[src/rtl/result_digit_formatter_if.sv]
// Handshake and display bus for result_digit_formatter.
// Master drives start/value/err; slave returns chars/digit_en/busy/done.
interface result_digit_formatter_if #(
  parameter int WIDTH      = 8,
  parameter int NUM_DIGITS = 4
);
  logic                    start;
  logic [WIDTH-1:0]        value;
  logic                    err;
  logic [5*NUM_DIGITS-1:0] chars;
  logic [NUM_DIGITS-1:0]   digit_en;
  logic                    busy;
  logic                    done;

  modport master (
    output start, value, err,
    input  chars, digit_en, busy, done
  );

  modport slave (
    input  start, value, err,
    output chars, digit_en, busy, done
  );
endinterface

[src/rtl/result_digit_formatter.sv]
// Signed result to 7-seg character codes via serial shift-add-3.
// Optional macro LEADING_ZERO_BLANK_EN enables leading-zero blanking.
module result_digit_formatter #(
  parameter int WIDTH      = 8,
  parameter int NUM_DIGITS = 4
) (
  input logic                     clk,
  input logic                     rst_n,
  result_digit_formatter_if.slave bus
);

  localparam int BCD_DIGITS = (WIDTH * 30103 + 99999) / 100000 + 1;
  localparam int BCD_W      = 4 * BCD_DIGITS;
  localparam int EXT_D      = (NUM_DIGITS > BCD_DIGITS) ? NUM_DIGITS
                                                        : BCD_DIGITS;
  localparam int CNT_W      = $clog2(WIDTH + 1);

  localparam logic [4:0] C_F     = 5'd10;
  localparam logic [4:0] C_MINUS = 5'd11;
  localparam logic [4:0] C_R     = 5'd13;
  localparam logic [4:0] C_E     = 5'd14;
  localparam logic [4:0] C_BLANK = 5'd15;

  typedef enum logic [1:0] {
    S_IDLE,
    S_SHIFT,
    S_FORMAT
  } state_t;

  state_t                  state_q;
  logic [WIDTH-1:0]        mag_q;
  logic [BCD_W-1:0]        bcd_q;
  logic [CNT_W-1:0]        cnt_q;
  logic                    sign_q;
  logic                    err_q;
  logic [5*NUM_DIGITS-1:0] chars_q;
  logic [NUM_DIGITS-1:0]   en_q;
  logic                    busy_q;
  logic                    done_q;

  logic [WIDTH-1:0]        abs_val;
  logic [WIDTH-1:0]        mag_d;
  logic [BCD_W-1:0]        bcd_adj;
  logic [BCD_W-1:0]        bcd_d;
  logic [4*EXT_D-1:0]      bcd_ext;
  logic                    ovf;
  logic [5*NUM_DIGITS-1:0] chars_d;
  logic [NUM_DIGITS-1:0]   en_d;

  // Unsigned magnitude; most-negative input wraps to 2^(WIDTH-1).
  always_comb begin
    abs_val = bus.value;
    if (bus.value[WIDTH-1]) begin
      abs_val = ~bus.value + WIDTH'(1);
    end
  end

  // One double-dabble step: correct nibbles >= 5, then shift in a bit.
  always_comb begin
    bcd_adj = bcd_q;
    for (int i = 0; i < BCD_DIGITS; i++) begin
      if (bcd_q[4*i +: 4] >= 4'd5) begin
        bcd_adj[4*i +: 4] = bcd_q[4*i +: 4] + 4'd3;
      end
    end
    bcd_d = (bcd_adj << 1)
          | {{(BCD_W-1){1'b0}}, mag_q[WIDTH-1]};
    mag_d = mag_q << 1;
  end

  // Zero-extend so every display digit has a nibble to read.
  assign bcd_ext = (4*EXT_D)'(bcd_q);

  // Display pattern from the finished BCD value: err, overflow, normal.
  always_comb begin
`ifdef LEADING_ZERO_BLANK_EN
    int msd;
    msd = 0;
    for (int i = 0; i < NUM_DIGITS; i++) begin
      if (bcd_ext[4*i +: 4] != 4'd0) begin
        msd = i;
      end
    end
`endif
    ovf = 1'b0;
    for (int i = NUM_DIGITS; i < EXT_D; i++) begin
      if (bcd_ext[4*i +: 4] != 4'd0) begin
        ovf = 1'b1;
      end
    end
    if (sign_q && bcd_ext[4*(NUM_DIGITS-1) +: 4] != 4'd0) begin
      ovf = 1'b1;
    end

    en_d = '0;
    for (int i = 0; i < NUM_DIGITS; i++) begin
      chars_d[5*i +: 5] = C_BLANK;
    end

    if (err_q) begin
      chars_d[5*(NUM_DIGITS-1) +: 5] = C_E;
      chars_d[5*(NUM_DIGITS-2) +: 5] = C_R;
      chars_d[5*(NUM_DIGITS-3) +: 5] = C_R;
      en_d[NUM_DIGITS-1]             = 1'b1;
      en_d[NUM_DIGITS-2]             = 1'b1;
      en_d[NUM_DIGITS-3]             = 1'b1;
    end else if (ovf) begin
      chars_d[4:0] = C_F;
      en_d[0]      = 1'b1;
    end else begin
`ifdef LEADING_ZERO_BLANK_EN
      for (int i = 0; i < NUM_DIGITS; i++) begin
        if (i <= msd) begin
          chars_d[5*i +: 5] = {1'b0, bcd_ext[4*i +: 4]};
          en_d[i]           = 1'b1;
        end else if (sign_q && i == msd + 1) begin
          chars_d[5*i +: 5] = C_MINUS;
          en_d[i]           = 1'b1;
        end
      end
`else
      for (int i = 0; i < NUM_DIGITS; i++) begin
        chars_d[5*i +: 5] = {1'b0, bcd_ext[4*i +: 4]};
      end
      en_d = '1;
      if (sign_q) begin
        chars_d[5*(NUM_DIGITS-1) +: 5] = C_MINUS;
      end
`endif
    end
  end

  // Control FSM: capture, WIDTH shift cycles, then register outputs.
  always_ff @(posedge clk or negedge rst_n) begin
    if (!rst_n) begin
      state_q <= S_IDLE;
      mag_q   <= '0;
      bcd_q   <= '0;
      cnt_q   <= '0;
      sign_q  <= 1'b0;
      err_q   <= 1'b0;
      chars_q <= {NUM_DIGITS{C_BLANK}};
      en_q    <= '0;
      busy_q  <= 1'b0;
      done_q  <= 1'b0;
    end else begin
      done_q <= 1'b0;
      unique case (state_q)
        S_IDLE: begin
          if (bus.start) begin
            err_q   <= bus.err;
            sign_q  <= bus.value[WIDTH-1];
            mag_q   <= abs_val;
            bcd_q   <= '0;
            cnt_q   <= CNT_W'(WIDTH);
            busy_q  <= 1'b1;
            state_q <= S_SHIFT;
          end
        end
        S_SHIFT: begin
          bcd_q <= bcd_d;
          mag_q <= mag_d;
          cnt_q <= cnt_q - CNT_W'(1);
          if (cnt_q == CNT_W'(1)) begin
            state_q <= S_FORMAT;
          end
        end
        S_FORMAT: begin
          chars_q <= chars_d;
          en_q    <= en_d;
          done_q  <= 1'b1;
          busy_q  <= 1'b0;
          state_q <= S_IDLE;
        end
        default: begin
          state_q <= S_IDLE;
        end
      endcase
    end
  end

  assign bus.chars    = chars_q;
  assign bus.digit_en = en_q;
  assign bus.busy     = busy_q;
  assign bus.done     = done_q;

endmodule
[src/flat_wrapper.sv]
// flat-port wrapper written by rule: the top's interface ports become plain ports
module result_digit_formatter_flat 
#(
  parameter int WIDTH      = 8,
  parameter int NUM_DIGITS = 4
)
  (clk, rst_n, bus_start, bus_value, bus_err, bus_chars, bus_digit_en, bus_busy, bus_done);
  result_digit_formatter_if #(.WIDTH(WIDTH), .NUM_DIGITS(NUM_DIGITS)) bus_i ();
  input logic clk;
  input logic rst_n;
  input wire logic [$bits(bus_i.start)-1:0] bus_start;
  input wire logic [$bits(bus_i.value)-1:0] bus_value;
  input wire logic [$bits(bus_i.err)-1:0] bus_err;
  output wire logic [$bits(bus_i.chars)-1:0] bus_chars;
  output wire logic [$bits(bus_i.digit_en)-1:0] bus_digit_en;
  output wire logic [$bits(bus_i.busy)-1:0] bus_busy;
  output wire logic [$bits(bus_i.done)-1:0] bus_done;
  assign bus_i.start = bus_start;
  assign bus_i.value = bus_value;
  assign bus_i.err = bus_err;
  assign bus_chars = bus_i.chars;
  assign bus_digit_en = bus_i.digit_en;
  assign bus_busy = bus_i.busy;
  assign bus_done = bus_i.done;
  result_digit_formatter #(.WIDTH(WIDTH), .NUM_DIGITS(NUM_DIGITS)) u_core (.clk(clk), .rst_n(rst_n), .bus(bus_i));
endmodule
[config.mk]
export PLATFORM = sky130hd
export DESIGN_NAME = result_digit_formatter_flat
export DESIGN_NICKNAME = d
export VERILOG_FILES = /design/src/rtl/result_digit_formatter_if.sv /design/src/rtl/result_digit_formatter.sv /design/src/flat_wrapper.sv
export SDC_FILE = /design/constraint.sdc
export NUM_CORES = 1
export LEC_CHECK = 0
export CAP_MARGIN = 40
export CELL_PAD_IN_SITES_DETAIL_PLACEMENT = 2
export CELL_PAD_IN_SITES_GLOBAL_PLACEMENT = 2
export CORE_ASPECT_RATIO = 1.75
export CORE_MARGIN = 10
export CORE_UTILIZATION = 37
export DETAILED_ROUTE_END_ITERATION = 8
export HOLD_SLACK_MARGIN = 0.05
export PLACE_DENSITY_LB_ADDON = 0.1
export SETUP_SLACK_MARGIN = 0.05
export SLEW_MARGIN = 20
export SYNTH_ARGS = -nofsm -noshare
export SYNTH_HDL_FRONTEND = slang
export SYNTH_SLANG_ARGS = --single-unit
[constraint.sdc]
create_clock -name clk -period 3.65 [get_ports clk]
set_input_delay 0.5475 -clock clk [delete_from_list [all_inputs] [get_ports clk]]
set_output_delay 0.5475 -clock clk [all_outputs]
set_load 0.005 [all_outputs]
==> reports/results.txt <==
# Max-Cap Violations -> 0
Gr ovfl total -> 0
Worst R2R Start -> u_core.state_q[1]$_DFFE_PN0P_
DRT iter0 DRCs -> 79
Post-synthesis cell type count -> 46
GR Util All Layers -> 13.6%
Yosys top cell area share -> 34.8%
Most frequent cell after synthesis -> nand2_1
Synthesis-stage register bit count -> 52
GPL Wtd Cong -> 0.793
Post-synthesis async set-or-reset flop share -> 100%
Vias in the first global route -> 2291
Crit-path cells -> clkdlybuf4s50_1 -> nor2_1 -> nor2_2 -> o31ai_1 -> a32o_1
Die Height -> 131 µm
Fin Setup TNS -> 0 ps
Largest net degree at the start of global routing -> 35
Die Footprint -> 0.0109 mm²
Clk buf depth -> 2
First-pass GRT wire length -> 11.9 mm
Number of enable flip-flop cells after synthesis -> 0
Final Cycle Share -> 52.9%
Worst VDD drop -> 0.249 mV
Number of buffers added on ports -> 33
Worst-Skew Late Latency -> 300 ps
CP startpoint -> bus_start
Yosys warns -> 0
Max FO, Critical Path -> 16
Net count, final -> 311
Critical Path Sink Type -> register
Setup Buffers After CTS -> 0
Reg clk slew, reported paths -> 70 ps
Via count -> 2019
Clock Sinks -> 52
Die X -> 83.3 µm
Post-Synthesis Cells -> 259
Critical-path top delay cell -> nor2_2
Number of H-tree levels -> 2
Syn_area_per_cell -> 10.0 µm²
I/O pin total -> 38
RSZ-0062 raised after global routing -> false
Ant diodes -> 0
Root Driver -> clkbuf_16
Area leader, netlist -> dfrtp_1
Top cells by count, synth -> 37 x nand2_1, 36 x dfrtp_1, 26 x o21ai_0, 16 x dfstp_2, 15 x inv_1
Initial DRT Pass Iterations -> 3
Min-Delay Path Class -> input pin to asynchronous set/reset pin
CP Launch Type -> input pin
Pins Over Slew Limit -> 0
Cts hold-fix bufs -> 0
CTS tree -> yes
FF-to-FF End -> u_core.cnt_q[3]$_DFFE_PN0P_
Total CTS buffers -> 5
Pwr dens -> 882 mW/mm²
Setup violators final -> 0
Row cnt -> 40
Flop2flop setup slack -> 1880 ps
Final worst slack -> 1720 ps
Synth area leaders -> dfrtp_1 35%, dfstp_2 16%, nand2_1 5.4%, ha_1 5.3%, o21ai_0 5.0%
Leakage -> 1.34 nW
Drt drc -> 0
Final min period -> 1930 ps
Syn-to-layout area delta -> 20.0%
Crit-path max cell delay -> 530 ps
Cell Area, Synth -> 0.00259 mm²
Outcome -> finished, final reports clean
Post-CTS Resized -> 0
DR vias/cell -> 5.41
Post-place setup slack -> 1420 ps
Critical Path End -> u_core.bcd_ext[3]$_DFFE_PN0P_
WL/cell -> 19.0 µm
Ratio of cells with drive above 1 in the final layout -> 12.5%
Relative slew slack -> 49.7%
Final Hold Fails -> 0
WP data required -> 3840 ps
Skew final -> 2.73 ps
CP Class -> input pin to register
Initial Utilization -> 37.8%
Antenna Nets Post-Route -> 0
Post-synth top flop -> dfrtp_1
WP data arrival -> 2120 ps
Drt total wl -> 7.10 mm
Max frequency -> 518 MHz
Sequential area share after synthesis -> 51.0%
Slew @ Worst Pin -> 755 ps
DP HPWL -> 5.37 mm
Antenna violations before repair -> 0
Area of the core -> 0.00686 mm²
Worst R2R Path Depth -> 4
==> layout make-up <==
cell class,instances,area [µm²]
Inverter,16,60.1
Tap cell,84,105
Clock inverter,2,10.0
Clock buffer,6,139
Sequential cell,52,1320
Timing Repair Buffer,37,368
Fill cell,756,3750
Multi-Input combinational cell,176,1110
==> through the flow <==
stage               power [W]  util [%]  hold WS [ps]  area (µm²)  instances
floorplan             0.00180         -           252        2600        262
global placement      0.00221      42.9           442        2940        364
detailed placement    0.00229      42.9           450        2940        364
CTS                   0.00280      45.1           346        3090        372
global route          0.00298      45.3           208        3110        373
finish                0.00274      45.3           214        3110        373
==> sequential cells by signal (all words and copies together), names as in the netlist <==
name	count
u_core.mag_q	8
u_core.cnt_q	4
u_core.state_q	2
u_core.bus.busy	1
u_core.bus.done	1
u_core.sign_q	1
u_core.bus.digit_en	2
u_core.bcd_ext	16
u_core.err_q	1
u_core.bus.chars	16
==> how the worst min path moves through the flow <==
stage                                              end  depth (start not counted)                        startpoint
global placement      u_core.bus.chars[13]$_DFFE_PN1P_                          2  u_core.bus.chars[13]$_DFFE_PN1P_
detailed placement     u_core.bus.chars[8]$_DFFE_PN1P_                          2   u_core.bus.chars[8]$_DFFE_PN1P_
global route          u_core.bus.chars[11]$_DFFE_PN1P_                          1                             rst_n
floorplan                u_core.bcd_ext[0]$_DFFE_PN0P_                          0                             rst_n
finish                u_core.bus.chars[11]$_DFFE_PN1P_                          1                             rst_n
CTS                 u_core.bus.digit_en[0]$_DFFE_PN0P_                          1                             rst_n
==> cells by family after synthesis <==
| logic type | Yosys count | synth area share [%] |
|---|---|---|
| and+or+nand+nor | 74 | 13.8 |
| AOI/OAI and AO/OA | 73 | 18.2 |
| DFF | 52 | 51.0 |
| buffers and inverters | 34 | 6.76 |
| xor gates and xnor gates | 13 | 4.39 |
| adders and majority gates | 11 | 5.31 |
| other | 1 | 0.145 |
| muxes | 1 | 0.386 |
==> critical path: cells and delay by family <==
kind | cells | cell delay, ps
AOI/OAI and AO/OA | 2 | 440
buffers and inverters | 1 | 510
and+or+nand+nor | 2 | 600
==> per-layer routing <==
layer / track usage [%] / share of wire, %
met1: 12.5 / 35
met2: 27.5 / 60
met3: 3.28 / 3.5
met4: 5.33 / 1.6
met5: 0 / 0
==> placed cells by master (no fill, tap or decap), drive strengths merged, types with 2 or more instances in the layout <==
master,count
a21oi,9
a22oi,3
a32o,4
buf,5
clkbuf,6
clkdlybuf4s50,32
clkinv,2
conb,4
dfrtp,36
dfstp,16
ha,11
inv,16
nand2,37
nand2b,7
nand3,6
nor2,11
nor2b,2
nor3,2
nor3b,3
nor4,2
o21ai,29
o22ai,7
o311ai,4
o31ai,7
o32ai,3
or3,2
xnor2,7
xor2,6
==> power breakdown <==
| part | switching (W) | internal, W |
|---|---|---|
| combinational | 0.000607 | 0.000548 |
| clock | 0.000214 | 0.000271 |
| sequential | 0.000219 | 0.000884 |
| total | 0.00104 | 0.00170 |
(Power assumes the default switching activity.)
